--- src/rtl/spu_controller.sv ---
// SPU control unit: fetches 16-bit instructions and sequences the datapath
// through a Moore FSM (fetch, decode, one execute state per opcode).
module spu_controller #(
  parameter int PC_W = 16
) (
  input  logic            clk,
  input  logic            rst,
  output logic [PC_W-1:0] i_addr,
  output logic            i_rd,
  input  logic [15:0]     i_data,
  output logic [7:0]      dm_addr,
  output logic            dm_rd,
  output logic            dm_wr,
  output logic [7:0]      rf_w_data,
  output logic            rf_s1,
  output logic            rf_s0,
  output logic [3:0]      rf_w_addr,
  output logic            rf_w_wr,
  output logic [3:0]      rf_rp_addr,
  output logic            rf_rp_rd,
  output logic [3:0]      rf_rq_addr,
  output logic            rf_rq_rd,
  output logic            alu_s1,
  output logic            alu_s0,
  input  logic            rf_rp_zero,
  output logic            halted
);

  typedef enum logic [3:0] {
    S_INIT,
    S_FETCH,
    S_DECODE,
    S_LOAD,
    S_STORE,
    S_ADD,
    S_SUB,
    S_LOADC,
    S_JMPZ,
    S_JMPZ_TAKE,
    S_HALT
  } state_t;

  localparam logic [3:0] OP_LOAD  = 4'b0000;
  localparam logic [3:0] OP_STORE = 4'b0001;
  localparam logic [3:0] OP_ADD   = 4'b0010;
  localparam logic [3:0] OP_LOADC = 4'b0011;
  localparam logic [3:0] OP_SUB   = 4'b0100;
  localparam logic [3:0] OP_JMPZ  = 4'b0101;
  localparam logic [3:0] OP_HALT  = 4'b1111;

  state_t          state_q, state_d;
  logic [PC_W-1:0] pc_q, pc_d;
  logic [15:0]     ir_q, ir_d;

  logic [3:0]      op, ra, rb, rc;
  logic [7:0]      k;
  logic [PC_W-1:0] k_sext;

  assign op     = ir_q[15:12];
  assign ra     = ir_q[11:8];
  assign rb     = ir_q[7:4];
  assign rc     = ir_q[3:0];
  assign k      = ir_q[7:0];
  assign k_sext = {{(PC_W-8){k[7]}}, k};

  always_ff @(posedge clk) begin
    if (rst) begin
      state_q <= S_INIT;
      pc_q    <= '0;
      ir_q    <= '0;
    end else begin
      state_q <= state_d;
      pc_q    <= pc_d;
      ir_q    <= ir_d;
    end
  end

  always_comb begin
    state_d = state_q;
    pc_d    = pc_q;
    ir_d    = ir_q;
    case (state_q)
      S_INIT: begin
        pc_d    = '0;
        state_d = S_FETCH;
      end
      S_FETCH: begin
        ir_d    = i_data;
        pc_d    = pc_q + PC_W'(1);
        state_d = S_DECODE;
      end
      S_DECODE: begin
        case (op)
          OP_LOAD:  state_d = S_LOAD;
          OP_STORE: state_d = S_STORE;
          OP_ADD:   state_d = S_ADD;
          OP_LOADC: state_d = S_LOADC;
          OP_SUB:   state_d = S_SUB;
          OP_JMPZ:  state_d = S_JMPZ;
          OP_HALT:  state_d = S_HALT;
          default:  state_d = S_FETCH;
        endcase
      end
      S_LOAD, S_STORE, S_ADD, S_SUB, S_LOADC: state_d = S_FETCH;
      S_JMPZ: state_d = rf_rp_zero ? S_JMPZ_TAKE : S_FETCH;
      S_JMPZ_TAKE: begin
        // PC already points past the JMPZ, so back off one to get PC_of_instr + offset
        pc_d    = pc_q + k_sext - PC_W'(1);
        state_d = S_FETCH;
      end
      S_HALT:  state_d = S_HALT;
      default: state_d = S_INIT;
    endcase
  end

  always_comb begin
    i_addr     = '0;
    i_rd       = 1'b0;
    dm_addr    = '0;
    dm_rd      = 1'b0;
    dm_wr      = 1'b0;
    rf_w_data  = '0;
    rf_s1      = 1'b0;
    rf_s0      = 1'b0;
    rf_w_addr  = '0;
    rf_w_wr    = 1'b0;
    rf_rp_addr = '0;
    rf_rp_rd   = 1'b0;
    rf_rq_addr = '0;
    rf_rq_rd   = 1'b0;
    alu_s1     = 1'b0;
    alu_s0     = 1'b0;
    halted     = 1'b0;
    case (state_q)
      S_FETCH: begin
        i_addr = pc_q;
        i_rd   = 1'b1;
      end
      S_LOAD: begin
        dm_addr   = k;
        dm_rd     = 1'b1;
        rf_s0     = 1'b1;
        rf_w_addr = ra;
        rf_w_wr   = 1'b1;
      end
      S_STORE: begin
        dm_addr    = k;
        dm_wr      = 1'b1;
        rf_rp_addr = ra;
        rf_rp_rd   = 1'b1;
      end
      S_ADD, S_SUB: begin
        rf_rp_addr = rb;
        rf_rp_rd   = 1'b1;
        rf_rq_addr = rc;
        rf_rq_rd   = 1'b1;
        alu_s0     = (state_q == S_ADD);
        alu_s1     = (state_q == S_SUB);
        rf_w_addr  = ra;
        rf_w_wr    = 1'b1;
      end
      S_LOADC: begin
        rf_w_data = k;
        rf_s1     = 1'b1;
        rf_w_addr = ra;
        rf_w_wr   = 1'b1;
      end
      S_JMPZ: begin
        rf_rp_addr = ra;
        rf_rp_rd   = 1'b1;
      end
      S_HALT:  halted = 1'b1;
      default: ;
    endcase
  end

endmodule

--- config.mk ---
export PLATFORM = sky130hd
export DESIGN_NAME = spu_controller
export DESIGN_NICKNAME = d
export VERILOG_FILES = /design/src/rtl/spu_controller.sv
export SDC_FILE = /design/constraint.sdc
export NUM_CORES = 1
export LEC_CHECK = 0
export CELL_PAD_IN_SITES_DETAIL_PLACEMENT = 0
export CELL_PAD_IN_SITES_GLOBAL_PLACEMENT = 1
export CORE_UTILIZATION = 33
export CTS_BUF_LIST = sky130_fd_sc_hd__clkbuf_8
export CTS_CLUSTER_SIZE = 12
export DETAILED_ROUTE_END_ITERATION = 8
export PLACE_DENSITY = 0.78
export RECOVER_POWER = 100
export SLEW_MARGIN = 20
export SYNTH_ARGS = -nofsm -noshare
export SYNTH_HDL_FRONTEND = slang
export SYNTH_SLANG_ARGS = --single-unit
--- constraint.sdc ---
create_clock -name clk -period 2.5 [get_ports clk]
set_clock_uncertainty 0.05 [all_clocks]
set_input_delay 0.625 -clock clk [delete_from_list [all_inputs] [get_ports clk]]
set_output_delay 0.625 -clock clk [all_outputs]
set_load 0.02 [all_outputs]
==> qor.txt, run 1 <==
outcome: completed
Hold Buf Count CTS: 0
share of layout cells above drive strength 1: 21.6%
core area: 8850 um^2
clk buf depth: 2
final hold vios: 0
n_diodes: 0
Seq/Total Area, Yosys: 23.5%
largest net degree at the start of global routing: 36
vias: 3,472
post-layout min period: 2.39 ns
CTS tree: built
clk sink count: 36
Worst-Skew Late Latency: 0.29 ns
IO Count: 74
YS warnings: 0
RSZ-0062 raised after global routing: yes
P&R area growth vs syn: 43.3%
Filler cells: 928
Die X: 98.5 um
most common cell after layout, fill and taps aside: buf_4
period utilization: 95.6%
most frequent cells in the layout: buf_4, nand2_1, inv_1
Root Driver: clkbuf_8
drt wl/cell: 14.5 um
number of remaining DRC errors: 0
hold crit path type: register to register
Required @ worst endpoint: 1.82 ns
pwr dens: 455 nW/um^2
Final TNS setup: 0 ns
max frequency: 418 MHz
cts bufs inserted: 5
Worst slew margin: 31.8%
Seq cells post-synth: 36
Detail Route Antenna Nets: 0
Die ar.: 9700 um^2
# setup viols final: 0
P_leak: 0.00199 uW
final instance area: 4400 um^2
Initial Utilization: 34.7%
Die Span Y: 98.5 um
WL final: 9.83 mm
clk slew on worst S/H paths: 0.08 ns
Worst Tran Pin Value: 1.02 ns
Syn Inst Count: 448
Avg Cell Area, Syn: 6.86 um^2
CP Capture Type: output pin
crit-path cells: inv_1 > nand2_1 > buf_4 > buf_12 > nor3_1 > dlygate4sd2_1
initial antenna violation count: 0
H-tree depth: 2
placed cell area: 4320 um^2
Top FF cell, synth: dfxtp_1
Mapped Area: 3070 um^2
Slew Limit Fails: 0
DRT iter0 DRCs: 161
gr usage total: 20.4%
GPL Wtd Cong: 0.848
HPWL after DPL: 7.62 mm
Net Count, Synth: 498
crit path kind: register to output pin
via/cell ratio: 5.13
port bufs: 73
first-pass GRT wire length: 15.9 mm
total gr overflow: 0
Post-synth EDFFs: 0
Rows: 34
CP arrival: 1.72 ns
Distinct cells, synth: 49
slowest stage delay, CP: 0.36 ns
MaxCap Viol Count: 0
Total Nets Final: 618
CP max-delay cell: dlygate4sd2_1
asr flop ratio synth: 0%
Max VDD drop: 190 uV
crit path launch type: register
vias in the first global route: 3,190
Worst Path Max Fanout: 13
Pre-antenna DRT Iters: 7
==> cell families (layout without fill, tap and decap cells) <==
logic type | Yosys count | in the layout | synth area share [%]
compound gates | 109 | 109 | 22.7
buf+inv | 80 | 201 | 9.98
fa+ha+maj | 31 | 31 | 12.9
simple gates | 172 | 172 | 25.3
flops | 36 | 36 | 23.5
xor+xnor | 20 | 20 | 5.70
==> where the power goes <==
group / internal, uW / switching (uW) / total, uW / leakage (uW)
Combinational: 430 / 499 / 928 / 0.00165
Clock: 220 / 227 / 447 / 0.0000510
Sequential: 602 / 27.1 / 629 / 0.000295
==> synth_stat cells, types with 2 or more instances <==
library cell	n	area (um^2)
nor3_1	17	85.1
nor2_1	53	199
o21ai_0	28	140
nand3_1	6	30.0
ha_1	30	375
nor4_1	4	25.0
o32ai_1	3	26.3
and3_1	10	62.6
buf_1	2	7.51
dfxtp_1	36	721
o21a_1	2	15.0
a21oi_1	35	175
o21ai_1	2	10.0
or3_1	2	12.5
xor2_1	8	70.1
buf_2	2	10.0
xnor2_1	12	105
and2_1	6	37.5
o22ai_1	7	43.8
nor3b_1	2	15.0
nand2_1	56	210
a21o_1	3	22.5
a22oi_1	10	75.1
inv_1	57	214
nor2b_1	3	18.8
a31oi_1	4	25.0
nand2b_1	7	43.8
nand4_1	3	18.8
clkbuf_1	18	67.6
==> final cells by class <==
type                            instances  area (um^2)  area share, %
Tap cell                              108          135           3.07
Clock inverter                          2         10.0          0.227
Timing Repair Buffer                  136         1070           24.3
Multi-Input combinational cell        332         2160           49.1
Inverter                               57          214           4.86
Clock buffer                            6         82.6           1.88
Sequential cell                        36          727           16.5
==> final timing paths <==
kind               from           end  slack [ns]  cells after the start
min             ir_q[1]       ir_q[1]        0.42                      2
max reg2reg     pc_q[1]      pc_q[13]        0.13                     12
min reg2reg     ir_q[1]       ir_q[1]        0.42                      2
max          state_q[3]  rf_w_data[6]        0.11                      6
==> critical path: cells and delay by family (launching register included) <==
family                 cells  cell delay (ns)
and+or+nand+nor            2             0.27
DFF                        1             0.35
buffers and inverters      4             0.81
==> through the flow <==
| stage | hold slack, ns | instances | setup WS [ns] | utilization (%) | power [uW] |
|---|---|---|---|---|---|
| 2_1_floorplan | 0.386 | 448 | 0.0679 | - | 1220 |
| 4_1_cts | 0.415 | 674 | 0.00550 | 49.4 | 1970 |
| 5_1_grt | 0.438 | 677 | -0.0331 | 49.8 | 2140 |
| 3_5_place_dp | 0.405 | 665 | -0.0419 | 48.9 | 1520 |
| 3_3_place_gp | 0.395 | 665 | -0.00790 | 48.9 | 1510 |
| 6_report | 0.418 | 677 | 0.109 | 49.8 | 2000 |
==> sequential cells by signal, summed over array words and instances (netlist names) <==
| register | count |
|---|---|
| pc_q | 16 |
| ir_q | 16 |
| state_q | 4 |
==> repair_timing <==
action | 4_1_cts | 5_1_grt
setup buffers | 1 | 3
pin swaps | 1 | 15
endpoints found under the setup margin | 52 | 40
gates resized for setup | 56 | 80
==> layer usage <==
layer  up-vias  track usage, %  share of wire, %
met1      1620            27.5                46
met3        12            2.41               4.0
met2        76            34.2                48
li1       1764               -                 -
met4         0            5.74               1.7
met5         -               0                 0
No activity file was read; power rests on OpenSTA's default activity.
==> run 2: changes to the inputs <==
--- a/config.mk
+++ b/config.mk
@@ -7,6 +7,7 @@
 export LEC_CHECK = 0
 export CELL_PAD_IN_SITES_DETAIL_PLACEMENT = 0
 export CELL_PAD_IN_SITES_GLOBAL_PLACEMENT = 1
+export CORE_MARGIN = 1
 export CORE_UTILIZATION = 33
 export CTS_BUF_LIST = sky130_fd_sc_hd__clkbuf_8
 export CTS_CLUSTER_SIZE = 12
==> results of run 2 <==
Same layout as run 1: the final DEF is identical, and so are final timing and power.
